--- config.mk ---
export PLATFORM = sky130hd
export DESIGN_NAME = ce_divider
export DESIGN_NICKNAME = d
export VERILOG_FILES = /design/src/rtl/ce_divider.sv
export SDC_FILE = /design/constraint.sdc
export NUM_CORES = 1
export LEC_CHECK = 0
export ABC_CLOCK_PERIOD_IN_PS = 3600
export BUFFER_PORTS_ARGS = -buffer_cell sky130_fd_sc_hd__buf_2
export CAP_MARGIN = 20
export CORE_UTILIZATION = 62
export DETAILED_ROUTE_END_ITERATION = 10
export PLACE_DENSITY = 0.89
export SETUP_SLACK_MARGIN = 0.4
export SYNTH_ARGS = -nofsm -noshare
export SYNTH_HDL_FRONTEND = slang
export SYNTH_SLANG_ARGS = --single-unit
--- constraint.sdc ---
create_clock -name clk_sys -period 3.6 [get_ports clk_sys]
set_clock_uncertainty 0.05 [all_clocks]
set_input_delay 0.36 -clock clk_sys [delete_from_list [all_inputs] [get_ports clk_sys]]
set_output_delay 0.36 -clock clk_sys [all_outputs]
set_load 0.02 [all_outputs]
--- src/rtl/ce_divider.sv ---
// Multi-channel clock-enable generator: per-channel period (ce_p) and mid-period (ce_n)
// strobes, with a runtime-selectable divisor set that is committed only at a period wrap.
module ce_divider #(
  parameter int CHANNELS = 3,
  parameter int WIDTH    = 6
) (
  input  logic                      clk_sys,
  input  logic                      reset_n,
  input  logic [CHANNELS-1:0]       en,
  input  logic [CHANNELS*WIDTH-1:0] div_a,
  input  logic [CHANNELS*WIDTH-1:0] div_b,
  input  logic [CHANNELS-1:0]       sel_b,
  input  logic [CHANNELS-1:0]       hold,
  output logic [CHANNELS-1:0]       ce_p,
  output logic [CHANNELS-1:0]       ce_n,
  output logic [CHANNELS-1:0]       active_b
);

  logic [WIDTH-1:0]    cnt_q [CHANNELS];
  logic [WIDTH-1:0]    cnt_d [CHANNELS];
  logic [WIDTH-1:0]    p_q   [CHANNELS];
  logic [WIDTH-1:0]    p_d   [CHANNELS];
  logic [CHANNELS-1:0] act_q, act_d;
  logic [CHANNELS-1:0] ce_p_q, ce_p_d;
  logic [CHANNELS-1:0] ce_n_q, ce_n_d;

  // Count value at which the half-period strobe is due; P+1 is formed one bit wider
  // so that an all-ones period does not wrap to zero.
  function automatic logic [WIDTH:0] mid_count(input logic [WIDTH-1:0] p);
    logic [WIDTH:0] half;
    half = ({1'b0, p} + (WIDTH+1)'(1)) >> 1;
    return half - (WIDTH+1)'(1);
  endfunction

  always_comb begin
    // NOTE: every combinational output is given a default first, so no latch is inferred.
    act_d  = act_q;
    ce_p_d = '0;
    ce_n_d = '0;
    for (int i = 0; i < CHANNELS; i++) begin
      cnt_d[i] = cnt_q[i];
      p_d[i]   = p_q[i];
      if (en[i]) begin
        ce_n_d[i] = (p_q[i] != '0) && ({1'b0, cnt_q[i]} == mid_count(p_q[i]));
        // The >= is defensive: cnt never exceeds P in normal operation.
        if (cnt_q[i] >= p_q[i]) begin
          cnt_d[i]  = '0;
          ce_p_d[i] = 1'b1;
          if (!hold[i]) begin
            act_d[i] = sel_b[i];
            p_d[i]   = sel_b[i] ? div_b[i*WIDTH +: WIDTH] : div_a[i*WIDTH +: WIDTH];
          end
        end else begin
          cnt_d[i] = cnt_q[i] + WIDTH'(1);
        end
      end
    end
  end

  // NOTE: sequential state is updated with non-blocking assignments only.
  always_ff @(posedge clk_sys or negedge reset_n) begin
    if (!reset_n) begin
      // NOTE: the per-channel arrays are small registers, not memories, so they are reset.
      for (int i = 0; i < CHANNELS; i++) begin
        cnt_q[i] <= '0;
        p_q[i]   <= '0;
      end
      act_q  <= '0;
      ce_p_q <= '0;
      ce_n_q <= '0;
    end else begin
      for (int i = 0; i < CHANNELS; i++) begin
        cnt_q[i] <= cnt_d[i];
        p_q[i]   <= p_d[i];
      end
      act_q  <= act_d;
      ce_p_q <= ce_p_d;
      ce_n_q <= ce_n_d;
    end
  end

  assign ce_p     = ce_p_q;
  assign ce_n     = ce_n_q;
  assign active_b = act_q;

endmodule

; ---- Word-level counts from Yosys, hierarchy flattened
; Cells that the tools add are included.
[totals]
word_cells = 53
register_bits = 45
out_inout_bits = 9
inputBits = 47
[op_classes]
reduce_logical = 9
bitwise = 3
n_eq_ne = 3
muxes = 15
n_addsub = 9
magnitude_cmp = 3
[op_table]
columns = operator, n
row1 = two-way mux 6 bit, 6
row2 = adder 6 x 1 -> 7 bit (second input constant), 3
row3 = equality test 6 x 7 -> 1 bit, 3
row4 = subtractor 6 x 1 -> 7 bit (second input constant), 3
row5 = adder 6 x 1 -> 6 bit (second input constant), 3
row6 = greater-or-equal comparator 6 bit, 3
row7 = nonzero test 6 bit, 3
row8 = two-way mux 1 bit, 9
row9 = AND reduction 3 bit, 3
row10 = logical AND 1 bit, 3
row11 = NOT 1 bit, 3

; ---- Longest topological paths before layout
; Gate-level depths: netlist (run 1).
[depth]
depth_word = 5
depth_mapped = 9
mapped_depth_nobuf = 9

; ---- Worst setup path before layout (run 1)
; No wires, ideal clock.
[synth_timing]
kind = register to register
start = register cnt_q[0] (netlist name)
end = register act_q[2] (netlist: active_b[2])
period_less_slack_ps = 2114
setup_slack_ps = 1486
arrival_ps = 1939
stages_incl_launch_ff = 10
required_ps = 3425
path_buffers = 1
setup_ps = 125
path_cell_list = dfrtp_1 > inv_1 > ha_1 > nand2b_1 > a21o_1 > a21oi_1 > o21ai_1 > nand3b_1 > buf_2 > mux2_2
[synth_via]
elab_chain_len = 2
[synth_rtl]
columns = item, line
row1 = "start, declared", 19  ; logic [WIDTH-1:0] cnt_q [CHANNELS];
row2 = "start signal, assigned by index", 73  ; cnt_q[i] <= cnt_d[i];
row3 = greater-or-equal comparator 6 bit, 46  ; if (cnt_q[i] >= p_q[i]) begin
row4 = AND reduction 3 bit (no line), n/a
row5 = "end signal, assigned", 76  ; act_q <= act_d;
row6 = "end, declared", 23  ; logic [CHANNELS-1:0] act_q, act_d;
; Every way passes these cells.
; A chain may end at the register's enable or synchronous reset.

; ---- Worst setup path after layout (run 1)
[layout_timing]
start = register cnt_q[12] (netlist name)
end = register act_q[0] (netlist: active_b[0])
; Same word-level chain as after synthesis.

==> metrics.md, run 1 <==
| Metric | Value |
|---|---|
| Max-slew headroom | 68.4% |
| Die Height | 77.0 um |
| Routed Antenna Nets | 0 |
| Setup ws final | 1170 ps |
| GRT Util Overall | 26.0% |
| Worst setup SP type | flip-flop |
| Crit-path cells | inv_1 > ha_1 > nand2b_1 > a21o_1 > a21oi_1 > o21ai_1 > nand3b_1 > mux2_2 |
| Crit path max fanout | 7 |
| Slowest stage cell, crit path | dfrtp_1 |
| IO buf count | 55 |
| Final Setup Violations | 0 |
| Area Growth Syn to Fin | 12.8% |
| First-pass GRT wire length | 12300 um |
| Clk sinks | 45 |
| Synthesized flop and latch total | 45 |
| Metal-1 WL | 3190 um |
| Initial Util | 66.2% |
| Final Critical Period | 2430 ps |
| WP data required | 3740 ps |
| Net Count, Synth | 440 |
| Ports | 56 |
| CTS HTree Levels | 2 |
| RR Startpoint | cnt_q[12]$_DFFE_PN0P_ |
| Worst R2R Path Depth | 8 |
| Worst hold stages | 3 |
| Die Span X | 77.0 um |
| Post-cts resize count | 0 |
| R2R Setup Slk | 1170 ps |
| R2R Path End | active_b[0]$_DFFE_PN0P_ |
| Largest net degree at the start of global routing | 46 |
| Mapped Area | 0.00349 mm^2 |
| Via/cell ratio | 5.86 |
| DR pass1 iterations | 5 |
| Slew Viols, Final | 0 |
| Combinational family with the most area after synthesis | simple AND/OR/NAND/NOR gates |
| Clock buffer depth | 2 |
| YS warnings | 0 |
| Synth Area in Simple Gates | 16.2% |
| Core Rows | 26 |
| Final nets | 491 |
| Overflow after GRT | 0 |
| Worst Hold Endpoint | p_q[10]$_DFFE_PN0P_ |
| GPL Wtd Cong | 0.854 |
| Synth unique cells | 53 |
| Fin Setup TNS | 0 ps |
| Setup crit end kind | flip-flop |
| RSZ-0062 raised after global routing | false |
| Post-synthesis sequential area ratio | 32.3% |
| Final period utilization | 67.6% |
| Proportion of layout cells with a drive suffix above 1 | 20.0% |
| Post-synthesis mux area share | 12.5% |
| Clock Latency Late Sink | 300 ps |
| Diode count | 0 |
| Synth Area in XOR/XNOR | 10.2% |
| Status | finished, final reports clean |
| Hold Path Origin | div_a[10] |
| Hold/Removal Path Class | in2reg |
| Top Metal Used | met4 |
| Vias in the first global route | 2796 |
| Adder-Cell Fraction of Synth Area | 10.8% |
| Most used DFF post-synth | dfrtp_1 |
| CTS tree | built |
| F_max | 0.411 GHz |
| Cells after Synth | 363 |
| Number of synthesized flops with an enable pin | 0 |
| Compound-gate portion of the synthesized area | 12.8% |
| Met2 routed WL | 3720 um |
| Hpwl dp | 5540 um |
| Crit-path max cell delay | 430 ps |
| Post-CTS setup buffers | 0 |
| Asr flop ratio synth | 100% |
| TritonCTS Buffers | 5 |
| Drt wl/cell | 14.9 um |
| Critical path class | reg2reg |
| Iteration-0 DRC Markers | 192 |
| Post-place setup slack | 1200 ps |
| Root Buffer | clkbuf_8 |
| Clock Pin Slew Worst Setup and Hold Paths | 90 ps |
| CP bufs+invs | 1 |
| Die area | 0.00593 mm^2 |
| Slew @ Worst Pin | 470 ps |
| Max_cap viols | 0 |
| Final Hold Viols | 0 |
| Initial antenna violation count | 0 |
| WL final | 7240 um |
| Post-route DRC | 0 |
| Via count | 2842 |
| Met3 WL | 243 um |
| Crit path max-delay family | compound AO/OA/AOI/OAI gates |
| Core Footprint | 0.00527 mm^2 |
| Worst Path Arrival | 2580 ps |
| Cts hold-fix bufs | 0 |
| Syn Area/Cell | 9.61 um^2 |
## Yosys cell counts (4+ instances only)
| library cell | count | share of area, % |
|---|---|---|
| buf_2 | 4 | 0.57 |
| o22ai_1 | 6 | 1.1 |
| and2_1 | 5 | 0.90 |
| mux2i_1 | 40 | 11 |
| xor2_1 | 14 | 3.5 |
| ha_1 | 30 | 11 |
| nand4_1 | 4 | 0.72 |
| o21ai_0 | 6 | 0.86 |
| xnor2_1 | 23 | 5.8 |
| nand3_1 | 20 | 2.9 |
| a21o_1 | 7 | 1.5 |
| dfrtp_1 | 45 | 32 |
| nor4_1 | 4 | 0.72 |
| a31oi_1 | 5 | 0.90 |
| nor2_1 | 14 | 1.5 |
| clkbuf_1 | 5 | 0.54 |
| inv_1 | 29 | 3.1 |
| nand2b_1 | 6 | 1.1 |
| nand2_1 | 15 | 1.6 |
| nand3b_1 | 6 | 1.3 |
| a21oi_1 | 11 | 1.6 |
| o211ai_1 | 10 | 2.2 |
| inv_2 | 4 | 0.43 |
## how the worst max path moves through the flow
stage / startpoint / end / slack, ps / depth (start not counted)
after floorplan: cnt_q[0]$_DFFE_PN0P_ / active_b[2]$_DFFE_PN0P_ / 1490 / 9
after global placement: cnt_q[12]$_DFFE_PN0P_ / active_b[0]$_DFFE_PN0P_ / 1340 / 8
after detailed placement: cnt_q[12]$_DFFE_PN0P_ / active_b[0]$_DFFE_PN0P_ / 1200 / 8
after CTS: cnt_q[12]$_DFFE_PN0P_ / active_b[0]$_DFFE_PN0P_ / 1180 / 8
after global routing: cnt_q[12]$_DFFE_PN0P_ / active_b[0]$_DFFE_PN0P_ / 1030 / 8
final: cnt_q[12]$_DFFE_PN0P_ / active_b[0]$_DFFE_PN0P_ / 1170 / 8
## stage by stage
| stage | hold slack, ps | area, um^2 | utilization [%] | std cells |
|---|---|---|---|---|
| 6_report | 278 | 3930 | 74.6 | 485 |
| 5_1_grt | 282 | 3930 | 74.6 | 485 |
| 4_1_cts | 193 | 3900 | 74.1 | 483 |
| 3_5_place_dp | 440 | 3790 | 71.9 | 475 |
| 3_3_place_gp | 434 | 3790 | 71.9 | 475 |
| 2_1_floorplan | 14.4 | 3490 | - | 363 |
## worst reg2reg max path: stages, from the launching register on
cell      delay (ps)
dfrtp_1          430
inv_1            100
ha_1             300
nand2b_1         150
a21o_1           180
a21oi_1          190
o21ai_1          180
nand3b_1         370
mux2_2           390
## metal layers
layer / track usage [%] / up-vias
li1: - / 1403
met1: 32.8 / 1361
met2: 45.5 / 68
met3: 3.81 / 10
met4: 8.68 / 0
met5: 0 / -
## cells in the final DEF (no fill, tap or decap), types with 3 or more instances in the layout
cell	n
inv_2	4
nand3b_1	6
ha_1	30
mux2_2	3
nand2b_1	6
and2_1	5
o211ai_1	10
mux2i_1	40
a31oi_1	5
a21oi_1	11
o22ai_1	6
nand2_1	15
o21ai_0	6
a21o_1	7
nand3_1	20
or3_1	3
xor2_1	14
inv_1	29
nor4_1	4
o2bb2ai_1	3
nor2_1	14
dfrtp_1	45
xnor2_1	23
clkbuf_8	5
o21ai_1	3
nand4_1	4
buf_2	55
nor3b_1	3
## cells by family after synthesis
logic type,Yosys count
mux,43
compound gates,65
flops,45
xor+xnor,39
fa+ha+maj,30
buf+inv,46
simple gates,95
## sequential cells by signal (all words and copies together), names as in the netlist
name / cells
active_b: 3
ce_n: 3
ce_p: 3
cnt_q: 18
p_q: 18
## layout make-up
| type | instances | area (um^2) |
|---|---|---|
| inverters | 33 | 124 |
| well taps | 70 | 87.6 |
| flip-flops and latches | 45 | 1130 |
| clock buffers | 5 | 68.8 |
| clock inverters | 3 | 46.3 |
| multi-input cells | 272 | 2180 |
| fillers | 372 | 1340 |
| repair buffers | 57 | 305 |
Power of run 1 is left out: the tool's default activity adds up to more than one toggle a clock period on the data nets, which glitch-free logic cannot reach.
==> inputs of run 2 (changes only) <==
ABC_CLOCK_PERIOD_IN_PS = 2080   (was 3600)
CORE_UTILIZATION = 52   (was 62)
PLACE_DENSITY = 0.8   (was 0.89)
clock period = 2.08 ns   (was 3.6 ns; I/O delays follow)
==> run 2 against run 1 <==
- the run now ends with DRC left
- design area increased by 22%
- maximum frequency increased by 21%
- critical path type unchanged
- sequential share of layout area decreased by 4.8 points
- worst hold slack got worse by 150 ps
- cell count increased by 13%
- non-clock buffer count increased by 56
- sequential cell count unchanged
- largest cell class unchanged
==> metrics.md, run 2 (same netlist as run 1, synthesis figures left out) <==
| Metric | Value |
|---|---|
| Status | finished with violations |
| Failing checks | DRC |
| RSZ-0062 raised after global routing | true |
| GPL Wtd Cong | 0.879 |
| CTS tree | built |
| Initial Util | 54.3% |
| Largest net degree at the start of global routing | 24 |
| F_max | 0.498 GHz |
| Overflow after GRT | 0 |
| Design area | 0.00479 mm^2 |
| GRT Util Overall | 26.6% |
| IO buf count | 55 |
| Max_cap viols | 0 |
| Largest regs | cnt_q x18, p_q x18 |
| Final Setup Violations | 0 |
| Clock Pin Slew Worst Setup and Hold Paths | 100 ps |
| TritonCTS Buffers | 5 |
| RR Startpoint | p_q[12]$_DFFE_PN0P_ |
| Diode count | 0 |
| WP data required | 2260 ps |
| Die Span X | 83.9 um |
| CP bufs+invs | 2 |
| Slowest stage cell, crit path | dfrtp_2 |
| Routed Antenna Nets | 0 |
| Root Buffer | clkbuf_8 |
| Vias in the first global route | 3257 |
| Final period utilization | 96.6% |
| Most common cell after layout, fill and taps aside | buf_2 |
| Worst Path Arrival | 2190 ps |
| Die area | 0.00704 mm^2 |
| Clock buffer depth | 2 |
| Final Hold Viols | 0 |
| Post-route DRC | 12 |
| Hpwl dp | 6210 um |
| Ports | 56 |
| DR pass1 iterations | 7 |
| Die Height | 83.9 um |
| Area Growth Syn to Fin | 37.2% |
| Clk sinks | 45 |
| Initial antenna violation count | 0 |
| Crit path max fanout | 4 |
| Hold Path Origin | div_a[7] |
| First-pass GRT wire length | 14800 um |
| Max-slew headroom | 62.2% |
| Crit path max-delay family | adder cells |
| WL final | 9010 um |
| Setup crit end kind | flip-flop |
| Worst setup SP type | flip-flop |
| Drt wl/cell | 16.4 um |
| Via/cell ratio | 5.75 |
| Final Critical Period | 2010 ps |
| Proportion of layout cells with a drive suffix above 1 | 43.9% |
| Crit-path max cell delay | 450 ps |
| Post-place setup slack | -28.4 ps |
| Slew @ Worst Pin | 566 ps |
| Iteration-0 DRC Markers | 141 |
| Core Rows | 29 |
| Clock Latency Late Sink | 310 ps |
| Core Footprint | 0.00642 mm^2 |
| Commonest cells after routing, fill and taps aside | buf_2 (55), buf_4 (44), mux2i_1 (40) |
| Setup ws final | 71.7 ps |
| Via count | 3149 |
| Critical path class | reg2reg |
| Slew Viols, Final | 0 |
| CTS HTree Levels | 2 |
| Placed cell area | 0.00413 mm^2 |
| Crit-path cells | inv_2 > ha_4 > inv_4 > ha_4 > xor2_2 > nand3_1 > a31oi_1 > o2111ai_1 > a31oi_1 |
| Worst Setup SP | p_q[12]$_DFFE_PN0P_ |
| Final nets | 547 |
| Hold/Removal Path Class | in2reg |
==> run 2: worst paths after layout <==
check                                     endpoint  slack (ps)  cells past startpoint
max                              ce_n[0]$_DFF_PN0_          70                      9
min                             p_q[7]$_DFFE_PN0P_         120                      3
max reg2reg                      ce_n[0]$_DFF_PN0_          70                      9
min reg2reg                active_b[1]$_DFFE_PN0P_         470                      1
max in group asynchronous      p_q[15]$_DFFE_PN0P_        1080                      3
min in group asynchronous     cnt_q[6]$_DFFE_PN0P_         350                      2
==> run 2: layout make-up <==
type                            instances  area (um^2)
Clock inverter                          3         25.0
Sequential cell                        45         1140
Timing Repair Buffer                  113          771
Multi-Input combinational cell        272         2550
Clock buffer                            5         68.8
Fill cell                             422         1640
Inverter                               33          134
Tap cell                               77         96.3
==> run 2: per-layer routing <==
metal | up-vias | share of wire [%] | GRT usage (%)
met5 | - | 0 | 0
met4 | 0 | 3.2 | 10.2
met3 | 28 | 3.9 | 6.33
met2 | 92 | 52 | 49.3
met1 | 1518 | 41 | 29.0
li1 | 1511 | - | -
==> run 2: stage by stage <==
step                      setup TNS, ps  hold slack (ps)  utilization, %  instances
after floorplan                       0             -138               -        363
after global placement                0              174            64.3        503
after detailed placement          -28.4              177            64.3        503
after CTS                             0              129            71.9        537
after global routing              -20.9              138            74.5        548
final                                 0              125            74.5        548
==> run 2: what timing repair did <==
| action | CTS | global route |
|---|---|---|
| hold buffers | 1 | 0 |
| pin swaps | 26 | 29 |
| setup buffers | 25 | 11 |
| endpoints found under the setup margin | 43 | 45 |
| resized for setup | 45 | 21 |
| endpoints found under the hold margin | 22 | 0 |
==> run 2: tightest hold or removal path: stages <==
cell and delay, ps:
buf_2 80, mux2i_1 50, mux2i_1 110
Power of run 2 is left out for the same reason.
==> inputs of run 3 (changes only) <==
REMOVE_ABC_BUFFERS = 1   (was not set)
==> run 3 against run 2 <==
- the run still ends with DRC left
- utilization fell by 0.058 points
- worst setup slack got worse by 29 ps
- sequential cell count did not move
- highest routed layer unchanged
- design area barely moved
- routed wire length rose by 3.2%
- critical path type unchanged
==> metrics.md, run 3 (same netlist as run 1, synthesis figures left out) <==
| Metric | Value |
|---|---|
| Vias in the first global route | 3259 |
| Initial Util | 54.3% |
| Clock Pin Slew Worst Setup and Hold Paths | 90 ps |
| WP data required | 2230 ps |
| Worst setup SP type | flip-flop |
| Crit path max fanout | 4 |
| Slew Viols, Final | 0 |
| Worst Path Arrival | 2180 ps |
| Core Footprint | 0.00642 mm^2 |
| GR Util met3 | 5.93% |
| Via/cell ratio | 5.86 |
| Max-slew headroom | 48.8% |
| Clk sinks | 45 |
| Die area | 0.00704 mm^2 |
| Hold slack | 138 ps |
| Post-place setup slack | -76.1 ps |
| Final Hold Viols | 0 |
| Max_cap viols | 0 |
| WL final | 9300 um |
| Final nets | 544 |
| Global route hottest layer | met2 |
| Global-route met2 utilization | 47.6% |
| Clock buffer depth | 2 |
| Hpwl dp | 5860 um |
| Diode count | 0 |
| Final Setup Violations | 0 |
| Die Height | 83.9 um |
| Root Buffer | clkbuf_8 |
| Layout Cells excl Fill | 545 |
| Failing checks | DRC |
| CP bufs+invs | 0 |
| Crit path max-delay family | simple AND/OR/NAND/NOR gates |
| IO buf count | 55 |
| Core Rows | 29 |
| Routed Antenna Nets | 0 |
| Overflow after GRT | 0 |
| Met1 GRT Util | 29.1% |
| GRT Util Overall | 26.0% |
| Setup ws final | 42.5 ps |
| Critical path class | reg2reg |
| F_max | 0.491 GHz |
| Initial antenna violation count | 0 |
| Die Span X | 83.9 um |
| CTS tree | built |
| Area of the multi-input gates | 0.00262 mm^2 |
| Crit-path max cell delay | 470 ps |
| Sequential Area | 0.00114 mm^2 |
| Proportion of layout cells with a drive suffix above 1 | 44.2% |
| CTS HTree Levels | 2 |
| Hold/Removal Path Class | in2reg |
| Crit-path cells | ha_4 > xnor2_4 > ha_4 > o21a_1 > o22ai_2 > or4_1 > nand4_1 > a31oi_1 |
| Iteration-0 DRC Markers | 161 |
| Cell mode on critical path | ha_4 |
| Status | finished with violations |
| Final Critical Period | 2040 ps |
| Ports | 56 |
| Largest regs | cnt_q x18, p_q x18 |
| Setup crit end kind | flip-flop |
| Area Growth Syn to Fin | 37.1% |
| GPL Wtd Cong | 0.899 |
| Slew @ Worst Pin | 768 ps |
| TritonCTS Buffers | 5 |
| Clock Latency Late Sink | 310 ps |
| First-pass GRT wire length | 14600 um |
| RSZ-0062 raised after global routing | true |
| Post-route DRC | 4 |
| Largest net degree at the start of global routing | 34 |
| Drt wl/cell | 17.1 um |
| Most common cell after layout, fill and taps aside | buf_2 |
| Final period utilization | 98.0% |
| Commonest cells after routing, fill and taps aside | buf_2 (55), buf_4 (45), mux2i_1 (39) |
| Slowest stage cell, crit path | dfrtp_2 |
| Fill count | 405 |
| Inst Count DP | 511 |
| Via count | 3191 |
| DR pass1 iterations | 7 |
run 3: area by class of cell:
class | count | area share, %
Clock buffer | 8 | 1.67
Inverter | 33 | 2.69
Tap cell | 77 | 2.01
Timing Repair Buffer | 110 | 15.1
Multi-Input combinational cell | 272 | 54.7
Sequential cell | 45 | 23.8
run 3: path summary, 6_finish.rpt:
path,endpoint,start,cells past startpoint,slack [ps]
hold reg to reg,active_b[1]$_DFFE_PN0P_,active_b[1]$_DFFE_PN0P_,1,470
hold / removal,p_q[3]$_DFFE_PN0P_,div_a[15],3,140
max in group asynchronous,cnt_q[17]$_DFFE_PN0P_,reset_n,3,910
setup reg to reg,ce_n[0]$_DFF_PN0_,p_q[12]$_DFFE_PN0P_,8,40
min in group asynchronous,p_q[17]$_DFFE_PN0P_,reset_n,2,460
setup / recovery,ce_n[0]$_DFF_PN0_,p_q[12]$_DFFE_PN0P_,8,40
run 3: per-stage QoR:
stage                     area, um^2  setup TNS (ps)  util, %
after floorplan                 3430            -204        -
after global placement          4020           -5.09     62.5
after detailed placement        4020            -114     62.5
after CTS                       4530               0     70.5
after global routing            4780           -21.8     74.5
final                           4780               0     74.5
run 3: timing repair:
item,4_1_cts,5_1_grt
buffers inserted,19,6
hold buffers,1,0
cloned,0,0
hold endpoints to repair,31,0
resized for setup,59,45
pin swaps,29,17
endpoints found under the setup margin,43,45
run 3: metal layers:
layer  routed length, um  share of wire (%)
met1                3580                 39
met2                5060                 54
met3                 386                4.2
met4                 263                2.8
met5                   0                  0
run 3: tightest hold or removal path: stages:
cell	delay [ps]
buf_2	70
mux2i_1	50
mux2i_1	110
Power of run 3 is left out for the same reason.
